$ cat config.mk
export PLATFORM = sky130hd
export DESIGN_NAME = icache_refill_flat
export DESIGN_NICKNAME = d
export VERILOG_FILES = /design/src/rtl/icache_pkg.sv /design/src/rtl/icache_refill_if.sv /design/src/rtl/icache_refill_block_assembler.sv /design/src/rtl/icache_refill.sv /design/src/flat_wrapper.sv
export SDC_FILE = /design/constraint.sdc
export NUM_CORES = 1
export LEC_CHECK = 0
export CAP_MARGIN = 20
export CORE_ASPECT_RATIO = 0.8
export CORE_MARGIN = 5
export CORE_UTILIZATION = 55
export CTS_BUF_LIST = sky130_fd_sc_hd__clkbuf_8
export CTS_CLUSTER_SIZE = 20
export DETAILED_ROUTE_END_ITERATION = 16
export DONT_BUFFER_PORTS = 1
export GPL_TIMING_DRIVEN = 1
export HOLD_SLACK_MARGIN = 0.06
export PLACE_DENSITY = 0.7
export SLEW_MARGIN = 0
export SYNTH_ARGS = -nofsm -noshare
export SYNTH_HDL_FRONTEND = slang
export SYNTH_SLANG_ARGS = --single-unit
export TNS_END_PERCENT = 100
$ cat constraint.sdc
create_clock -name clkIn -period 5.9 [get_ports clkIn]
set_clock_uncertainty 0.1 [all_clocks]
set_input_delay 1.18 -clock clkIn [delete_from_list [all_inputs] [get_ports clkIn]]
set_output_delay 1.18 -clock clkIn [all_outputs]
set_load 0.02 [all_outputs]
$ cat src/rtl/icache_pkg.sv
// Shared instruction-cache constants and refill FSM state encoding.
// Block geometry here must match the instruction cache line size.
package icache_pkg;

  localparam int BLOCK_WIDTH = 4;
  localparam int BLOCK_SIZE  = 2 ** BLOCK_WIDTH;
  localparam int RAM_LATENCY = 1;

  typedef enum logic [2:0] {
    IDLE,
    REQ,
    FETCH,
    DRAIN,
    DONE
  } refillStateT;

endpackage

$ cat src/rtl/icache_refill_if.sv
// Miss / memory-port / block-delivery bundle of the icache refill unit.
// master = refill engine, slave = cache, arbiter and RAM side.
interface icache_refill_if #(
  parameter int BLOCK_WIDTH = icache_pkg::BLOCK_WIDTH
);

  localparam int BLOCK_SIZE = 2 ** BLOCK_WIDTH;

  logic                   missIn;
  logic [31:0]            missAddrIn;
  logic                   memGrantIn;
  logic                   memReqOut;
  logic [31:0]            ramAddrOut;
  logic [7:0]             ramDataIn;
  logic                   memDataValid;
  logic [31:BLOCK_WIDTH]  memAddr;
  logic [BLOCK_SIZE*8-1:0] memDataOut;

  modport master (
    input  missIn, missAddrIn, memGrantIn, ramDataIn,
    output memReqOut, ramAddrOut, memDataValid,
    output memAddr, memDataOut
  );

  modport slave (
    output missIn, missAddrIn, memGrantIn, ramDataIn,
    input  memReqOut, ramAddrOut, memDataValid,
    input  memAddr, memDataOut
  );

endinterface

$ cat src/rtl/icache_refill_block_assembler.sv
// Byte-lane register that assembles one cache block little-endian.
// Lanes are written one at a time by index; clrIn zeroes the block.
module block_assembler #(
  parameter int LANES = 16,
  parameter int IDXW  = 4
) (
  input  logic               clkIn,
  input  logic               clrIn,
  input  logic               weIn,
  input  logic [IDXW-1:0]    laneIn,
  input  logic [7:0]         byteIn,
  output logic [LANES*8-1:0] blockOut
);

  always_ff @(posedge clkIn) begin
    if (clrIn) begin
      blockOut <= '0;
    end else if (weIn) begin
      blockOut[laneIn*8 +: 8] <= byteIn;
    end
  end

endmodule

$ cat src/rtl/icache_refill.sv
// Instruction-cache miss handler: byte-wide RAM refill of one block.
// Optional counters refillCount/stallCycles under ICACHE_REFILL_STATS_EN.
module icache_refill #(
  parameter int BLOCK_WIDTH = icache_pkg::BLOCK_WIDTH
) (
  input  logic        clkIn,
  input  logic        resetIn,
  input  logic        flushIn,
`ifdef ICACHE_REFILL_STATS_EN
  output logic [31:0] refillCount,
  output logic [31:0] stallCycles,
`endif
  icache_refill_if.master bus
);

  import icache_pkg::*;

  localparam int LANES = 2 ** BLOCK_WIDTH;

  refillStateT state, stateNext;

  logic [BLOCK_WIDTH-1:0] cnt;
  logic [31:BLOCK_WIDTH]  base;
  logic                   laneWe;
  logic                   blkClr;
  logic [BLOCK_WIDTH-1:0] laneIdx;
  logic                   reqNext;
  logic [LANES*8-1:0]     lanes;
  logic [LANES*8-1:0]     blockFinal;

  // Data lags its address by the RAM latency, so lane = cnt - latency.
  always_comb begin
    stateNext = state;
    laneWe    = 1'b0;
    blkClr    = 1'b0;
    laneIdx   = cnt - BLOCK_WIDTH'(RAM_LATENCY);
    unique case (state)
      IDLE: begin
        if (bus.missIn && !flushIn) stateNext = REQ;
      end
      REQ: begin
        blkClr = bus.memGrantIn;
        if (flushIn)             stateNext = IDLE;
        else if (bus.memGrantIn) stateNext = FETCH;
      end
      FETCH: begin
        laneWe = (cnt != '0);
        if (flushIn)         stateNext = IDLE;
        else if (cnt == '1)  stateNext = DRAIN;
      end
      DRAIN: begin
        laneWe    = 1'b1;
        stateNext = flushIn ? IDLE : DONE;
      end
      DONE:    stateNext = IDLE;
      default: stateNext = IDLE;
    endcase
    reqNext = (stateNext == REQ) || (stateNext == FETCH) ||
              (stateNext == DRAIN);
  end

  always_comb begin
    blockFinal = lanes;
    blockFinal[LANES*8-1 -: 8] = bus.ramDataIn;
  end

  always_ff @(posedge clkIn) begin
    if (!resetIn) begin
      state            <= IDLE;
      cnt              <= '0;
      base             <= '0;
      bus.memReqOut    <= 1'b0;
      bus.memDataValid <= 1'b0;
      bus.ramAddrOut   <= '0;
      bus.memAddr      <= '0;
      bus.memDataOut   <= '0;
    end else begin
      state            <= stateNext;
      bus.memReqOut    <= reqNext;
      bus.memDataValid <= (stateNext == DONE);
      if (state == IDLE && stateNext == REQ) begin
        base <= bus.missAddrIn[31:BLOCK_WIDTH];
      end
      if (state == REQ && stateNext == FETCH) begin
        cnt            <= '0;
        bus.ramAddrOut <= {base, {BLOCK_WIDTH{1'b0}}};
      end
      if (state == FETCH) begin
        cnt <= cnt + 1'b1;
        if (stateNext == FETCH) begin
          bus.ramAddrOut <= {base, cnt + 1'b1};
        end
      end
      if (stateNext == DONE) begin
        bus.memAddr    <= base;
        bus.memDataOut <= blockFinal;
      end
    end
  end

  block_assembler #(
    .LANES (LANES),
    .IDXW  (BLOCK_WIDTH)
  ) u_asm (
    .clkIn    (clkIn),
    .clrIn    (blkClr),
    .weIn     (laneWe),
    .laneIn   (laneIdx),
    .byteIn   (bus.ramDataIn),
    .blockOut (lanes)
  );

`ifdef ICACHE_REFILL_STATS_EN
  always_ff @(posedge clkIn) begin
    if (!resetIn) begin
      refillCount <= '0;
      stallCycles <= '0;
    end else begin
      if (bus.memDataValid && refillCount != '1) begin
        refillCount <= refillCount + 1'b1;
      end
      if (state != IDLE && stallCycles != '1) begin
        stallCycles <= stallCycles + 1'b1;
      end
    end
  end
`endif

endmodule

$ cat src/flat_wrapper.sv
// flat-port wrapper written by rule: the top's interface ports become plain ports
module icache_refill_flat import icache_pkg::*;
#(
  parameter int BLOCK_WIDTH = icache_pkg::BLOCK_WIDTH
)
  (clkIn, resetIn, flushIn, bus_missIn, bus_missAddrIn, bus_memGrantIn, bus_ramDataIn, bus_memReqOut, bus_ramAddrOut, bus_memDataValid, bus_memAddr, bus_memDataOut);
  icache_refill_if #(.BLOCK_WIDTH(BLOCK_WIDTH)) bus_i ();
  input  logic clkIn;
  input  logic resetIn;
  input  logic flushIn;
  input wire logic [$bits(bus_i.missIn)-1:0] bus_missIn;
  input wire logic [$bits(bus_i.missAddrIn)-1:0] bus_missAddrIn;
  input wire logic [$bits(bus_i.memGrantIn)-1:0] bus_memGrantIn;
  input wire logic [$bits(bus_i.ramDataIn)-1:0] bus_ramDataIn;
  output wire logic [$bits(bus_i.memReqOut)-1:0] bus_memReqOut;
  output wire logic [$bits(bus_i.ramAddrOut)-1:0] bus_ramAddrOut;
  output wire logic [$bits(bus_i.memDataValid)-1:0] bus_memDataValid;
  output wire logic [$bits(bus_i.memAddr)-1:0] bus_memAddr;
  output wire logic [$bits(bus_i.memDataOut)-1:0] bus_memDataOut;
  assign bus_i.missIn = bus_missIn;
  assign bus_i.missAddrIn = bus_missAddrIn;
  assign bus_i.memGrantIn = bus_memGrantIn;
  assign bus_i.ramDataIn = bus_ramDataIn;
  assign bus_memReqOut = bus_i.memReqOut;
  assign bus_ramAddrOut = bus_i.ramAddrOut;
  assign bus_memDataValid = bus_i.memDataValid;
  assign bus_memAddr = bus_i.memAddr;
  assign bus_memDataOut = bus_i.memDataOut;
  icache_refill #(.BLOCK_WIDTH(BLOCK_WIDTH)) u_core (.clkIn(clkIn), .resetIn(resetIn), .flushIn(flushIn), .bus(bus_i));
endmodule
Word-level counts from Yosys, hierarchy flattened

Index checks and enable logic that the tools add are counted.

Register bits after elaboration: 353
Bits of input ports: 45
Output and inout port bits: 190
Logic and storage cells: 46

Add/sub/neg operators: 3
Equal/unequal tests: 8
Shift-type cells: 2
Muxes and demuxes: 15
Reduce and logical (&&, ||, !) cells: 9

Operators by type and width:

| cell                       | number |
|---|---|
| $bwmux W128                | 1 |
| $shift A8 B34 Y128 const A | 1 |
| $shiftx A8 B34 Y128        | 1 |
| $mux W32                   | 3 |
| $neg A7 Y34                | 1 |
| $mux W3                    | 6 |
| $eq A3 B2 Y1 const B       | 4 |
| $pmux W3 S4                | 1 |
| $mux W4                    | 2 |
| $eq A3 B1 Y1 const B       | 2 |
| $add A4 B1 Y4 const B      | 1 |
| $eq A4 B4 Y1 const B       | 1 |
| $reduce_bool A4 Y1         | 1 |
| $sub A4 B1 Y4 const B      | 1 |
| $eq A3 B3 Y1 const B       | 1 |
| $logic_and A1 B1 Y1        | 3 |
| $logic_not A3 Y1           | 1 |
| $logic_or A1 B1 Y1         | 2 |
| $pmux W1 S2                | 1 |
| $reduce_bool A2 Y1         | 1 |
| $logic_not A1 Y1           | 1 |
| $mux W1                    | 1 |

Longest topological paths before layout

Depth in word-level cells: 9
Mapped depth: 13
Gate-level depth less buffers: 10

Modules after synthesis

From an unflattened synthesis, not the netlist that was laid out.

Cell total of the unflattened synthesis: 1457
Area total of the unflattened synthesis: 13033.8 µm²

Modules (own cells, without submodules):

| module          | times used | cells an instance | area an instance (µm²) | sequential area each (µm²) |
|---|---|---|---|---|
| icache_refill   | 1          | 994               | 8086.5                 | 4504.3 |
| block_assembler | 1          | 463               | 4947.2                 | 2562.5 |

Worst setup path after synthesis

No wires, ideal clock.

Kind: register -> register
Start: register u_core.cnt[0]
End: register u_core.u_asm.blockOut[64]
Library setup time: 0.072 ns
Arrival: 3.159 ns
Path slack: 2.570 ns
Cell stages (with the launch flop): 13
Path through: dfxtp_1 buf_2 inv_1 ha_1 buf_2 nand2_1 nor2_1 ha_1 inv_2 or4b_1 nor4b_1 buf_2 mux2i_1

Word-level cells in the longest chain between the ends: 4
Elaborated cells between the ends (all ways): 7
Classes of those cells: add/sub (2); shift (2); mux (2); reduce/logical (1)

RTL lines:

| element                                                   | line                                | source |
|---|---|---|
| start, declared                                           | icache_refill.sv:22                 | `logic [BLOCK_WIDTH-1:0] cnt;` |
| start signal, assigned                                    | icache_refill.sv:89                 | `cnt <= cnt + 1'b1;` |
| $sub A4 B1 Y4                                             | icache_refill.sv:36                 | `laneIdx = cnt - BLOCK_WIDTH'(RAM_LATENCY);` |
| $neg A7 Y34                                               | icache_refill_block_assembler.sv:19 | `blockOut[laneIn*8 +: 8] <= byteIn;` |
| $shiftx A8 B34 Y128 or $shift A8 B34 Y128 (tied branches) | icache_refill_block_assembler.sv:19 |  |
| $bwmux W128                                               | icache_refill_block_assembler.sv:19 |  |
| end signal, assigned by index                             | icache_refill_block_assembler.sv:19 |  |
| end, declared                                             | icache_refill_block_assembler.sv:12 | `output logic [LANES*8-1:0] blockOut` |

Parallel ways exist; a longest one is shown, timed or not.
A chain may end at the register's enable or synchronous reset.

Worst setup path in the final report

Start: register u_core.cnt[0]
End: register u_core.u_asm.blockOut[77]

The elaborated chain is that of the path after synthesis.

==> metrics.md <==
| Metric | Value |
|---|---|
| CTS tree | yes |
| Worst min-delay path class | flip-flop to flip-flop |
| Slew Viols, Final | 0 |
| Status | completed |
| Maxcap violations | 0 |
| Postcts setup bufs | 0 |
| Clock buffer count from CTS | 54 |
| Crit path capture | u_core.u_asm.blockOut[77]$_SDFFE_PP0P_ |
| Placed instance area | between 0.01 and 0.015 mm² |
| Crit Path Category | flip-flop to flip-flop |
| Crit path depth | 9 |
| Worst path max stage delay | 0.90 ns |
| Reg power frac | about 55% |
| Top cells by area, synth | dfxtp_1 (52%), nand2_1 (13%), a21boi_0 (9.2%) |
| Die footprint | 0.0275 mm² |
| Reg2reg end | u_core.u_asm.blockOut[77]$_SDFFE_PP0P_ |
| Remaining Overflow, GRT | 0 |
| Clk_lat worst skew | 0.56 ns |
| Setup crit end kind | flip-flop |
| Net switching power | 0.947 mW |
| Synth async-reset ratio | 0% |
| Layout cell share with drive strength beyond 1 | 7.28% |
| Max FO, Critical Path | 21 |
| First-pass GRT wire length | between 50000 and 60000 µm |
| Post-synth EDFFs | 0 |
| Comb pwr share | 1.9% |
| Ports | about 240 |
| Initial antenna violation count | 1 |
| Fin util | 59.8% |
| F_max | 0.212 GHz |
| Main flop type after synthesis | dfxtp_1 |
| H-tree depth | 2 |
| Hold_buf cts | 0 |
| Critical Path Source | u_core.cnt[0]$_SDFFE_PN0P_ |
| Synth cell count leaders | nand2_1 (447), dfxtp_1 (345), a21boi_0 (163) |
| Top Family by Delay on Critical Path | simple AND/OR/NAND/NOR gates |
| Mapped Cells | between 1000 and 1500 |
| Synth Register Bits | 345 |
| Register area share after synthesis | 51.8% |
| Final setup vio count | 0 |
| Layout Nets | 1501 |
| Clock tree buffer depth | 3 |
| Routed wire per std cell | 17.7 µm |
| Via count | about 9800 |
| Syn avg cell area | 8.90 µm² |
| YS warnings | 0 |
| Clk root buf | clkbuf_8 |
| Port Buffers | 0 |
| # rows | 51 |
| GP Congestion | about 0.8 |
| Total wire length | 31900 µm |
| Critical path arrival | 5.05 ns |
| Largest net degree at the start of global routing | roughly 250 |
| Antenna Cells | 0 |
| Internal power | ~3.4 mW |
| R2R depth | 9 |
| HPWL after DPL | 20100 µm |
| # clock sinks | 345 |
| Die Wd | about 180 µm |
| Rel. slew slack | 39.7% |
| Worst R2R Setup Slack | 1.18 ns |
| Final hold vios | 0 |
| Setup TNS | 0 ns |
| Critical Path RT | around 6.2 ns |
| Synth Cell Area | 0.0133 mm² |
| Unrepaired setup endpoints after global routing | false |
| Die Ht | 149 µm |
| Via/cell ratio | between 5 and 6 |
| Reg-to-Reg Start | u_core.cnt[0]$_SDFFE_PN0P_ |
| DRT Pass-1 Iters | 5 |
| Crit path max-delay cell type | nor4b_4 |
| Max rail drop VDD | 197 µV |
| Final ANT Viol Nets | 0 |
| Crit start category | flip-flop |
| Remaining DRCs | 0 |
| Worst Path Buf+Inv | 1 |
| Switching Share | 21.8% |
| CP Cell Sequence | inv_1, ha_1, nand2_1, nor2_1, ha_1, nor4b_4, nand3_1, nand3_1, o21ai_0 |
| Hold_sp | u_core.u_asm.blockOut[2]$_SDFFE_PP0P_ |
| Vias in the first global route | roughly 9200 |
| Distinct cell type count after synthesis | 58 |
| Most common cell in the netlist | nand2_1 |
| DRT iter0 DRCs | 651 |
| Top-area cell type share of the netlist area | 51.8% |
| Clk pwr share | a little over two fifths |
| Top cell type by total area after synthesis | dfxtp_1 |
| Final period util | between 80% and 90% |
| Period minus WS final | roughly 4.7 ns |
| Total leakage power | 5.36 nW |
| Core area | 0.0241 mm² |
| GRT Total Usage | 22.4% |
| Post-route cell area | 0.0144 mm² |
| Synthesis-to-layout area growth | 8.15% |
| Measured slew at the worst slew-check pin | 0.904 ns |
| Starting density of the core | 55.3% |
| Power Density | 301 mW/mm² |
| Clk slew on worst S/H paths | 0.06 ns |
| Syn nets | 1550 |
| Cells resized by post-CTS repair | 0 |
[routing by layer]
| metal | global-route usage (%) | part of all wire, % | up-vias |
|---|---|---|---|
| met5 | 0 | 0 | - |
| met4 | 5.88 | 2.1 | 0 |
| met3 | 7.85 | 9.1 | 59 |
| met2 | 33.3 | 44 | 262 |
| met1 | 31.2 | 45 | 4566 |
| li1 | - | - | 4902 |
[power by group through the flow]
stage | combinational, mW | sequential, mW | clock, mW
6_report | 0.0811 | 2.37 | 1.88
5_1_grt | 0.0900 | 2.38 | 2.03
4_1_cts | 0.0806 | 2.37 | 1.92
3_5_place_dp | 0.0801 | 2.42 | 0
3_3_place_gp | 0.0782 | 2.42 | 0
2_1_floorplan | 0.0938 | 2.42 | 0
[worst min-delay path by stage]
stage                                         endpoint  cells after the start
2_1_floorplan  u_core.u_asm.blockOut[100]$_SDFFE_PP0P_                      2
3_3_place_gp    u_core.u_asm.blockOut[90]$_SDFFE_PP0P_                      2
3_5_place_dp    u_core.u_asm.blockOut[34]$_SDFFE_PP0P_                      2
4_1_cts         u_core.u_asm.blockOut[34]$_SDFFE_PP0P_                      2
5_1_grt         u_core.u_asm.blockOut[88]$_SDFFE_PP0P_                      2
6_report         u_core.bus.memDataOut[2]$_SDFFE_PN0P_                      2
[through the flow]
stage / setup WS (ns) / power (mW) / hold WS [ns] / instances
finish: 1.18 / 4.33 / 0.357 / 1801
global route: 0.783 / 4.49 / 0.371 / 1801
CTS: 1.23 / 4.38 / 0.353 / 1799
detailed placement: 1.20 / 2.50 / 0.346 / 1709
global placement: 1.31 / 2.50 / 0.340 / 1709
floorplan: 2.57 / 2.51 / 0.332 / 1498
[state kept, by name, summed over array words and instances, names as in the netlist]
name / cells
u_core.bus.memDataOut: 128
u_core.cnt: 4
u_core.state: 3
u_core.bus.memAddr: 28
u_core.bus.memReqOut: 1
u_core.bus.memDataValid: 1
u_core.base: 28
u_core.bus.ramAddrOut: 32
u_core.u_asm.blockOut: 120
[layout by cell type (no fill, tap or decap), types with 4 or more instances in the layout]
| cell type | Yosys | final |
|---|---|---|
| o21ai_1 | 8 | 8 |
| mux2i_1 | 95 | 95 |
| dfxtp_1 | 345 | 345 |
| ha_1 | 7 | 7 |
| nor2b_1 | 34 | 34 |
| o21ai_0 | 39 | 39 |
| nand4_1 | 9 | 9 |
| and3_1 | 8 | 7 |
| clkinv_2 | 0 | 8 |
| a21oi_1 | 21 | 21 |
| a22o_1 | 8 | 8 |
| nand2_1 | 447 | 447 |
| and2_1 | 11 | 11 |
| a21boi_0 | 163 | 163 |
| or4b_1 | 8 | 8 |
| nand3_1 | 77 | 76 |
| inv_1 | 3 | 21 |
| nand2b_1 | 5 | 5 |
| buf_4 | 3 | 8 |
| clkbuf_8 | 0 | 62 |
| nor2_1 | 37 | 36 |
| nor3_1 | 4 | 4 |
| a31oi_1 | 7 | 7 |
[worst min-delay path: stages, from the launching register on]
cell	delay (ns)
dfxtp_1	0.30
nand2_1	0.04
a21boi_0	0.06
[cells by family after synthesis]
kind of cell | synth area share, %
buffers and inverters | 3.65
AOI/OAI and AO/OA | 13.3
and+or+nand+nor | 22.7
DFF | 51.8
xor gates and xnor gates | 0.507
adders and majority gates | 0.657
muxes | 7.39
[area by class of cell]
class | count | area, µm²
fill | 2122 | 9710
sequential | 345 | 6910
multi-input combinational | 1033 | 5960
clock buffer | 62 | 853
tap | 318 | 398
clock inverter | 28 | 145
timing repair buffer | 11 | 135
inverter | 4 | 15.0
Note: power is estimated with default switching activity, not from simulation.
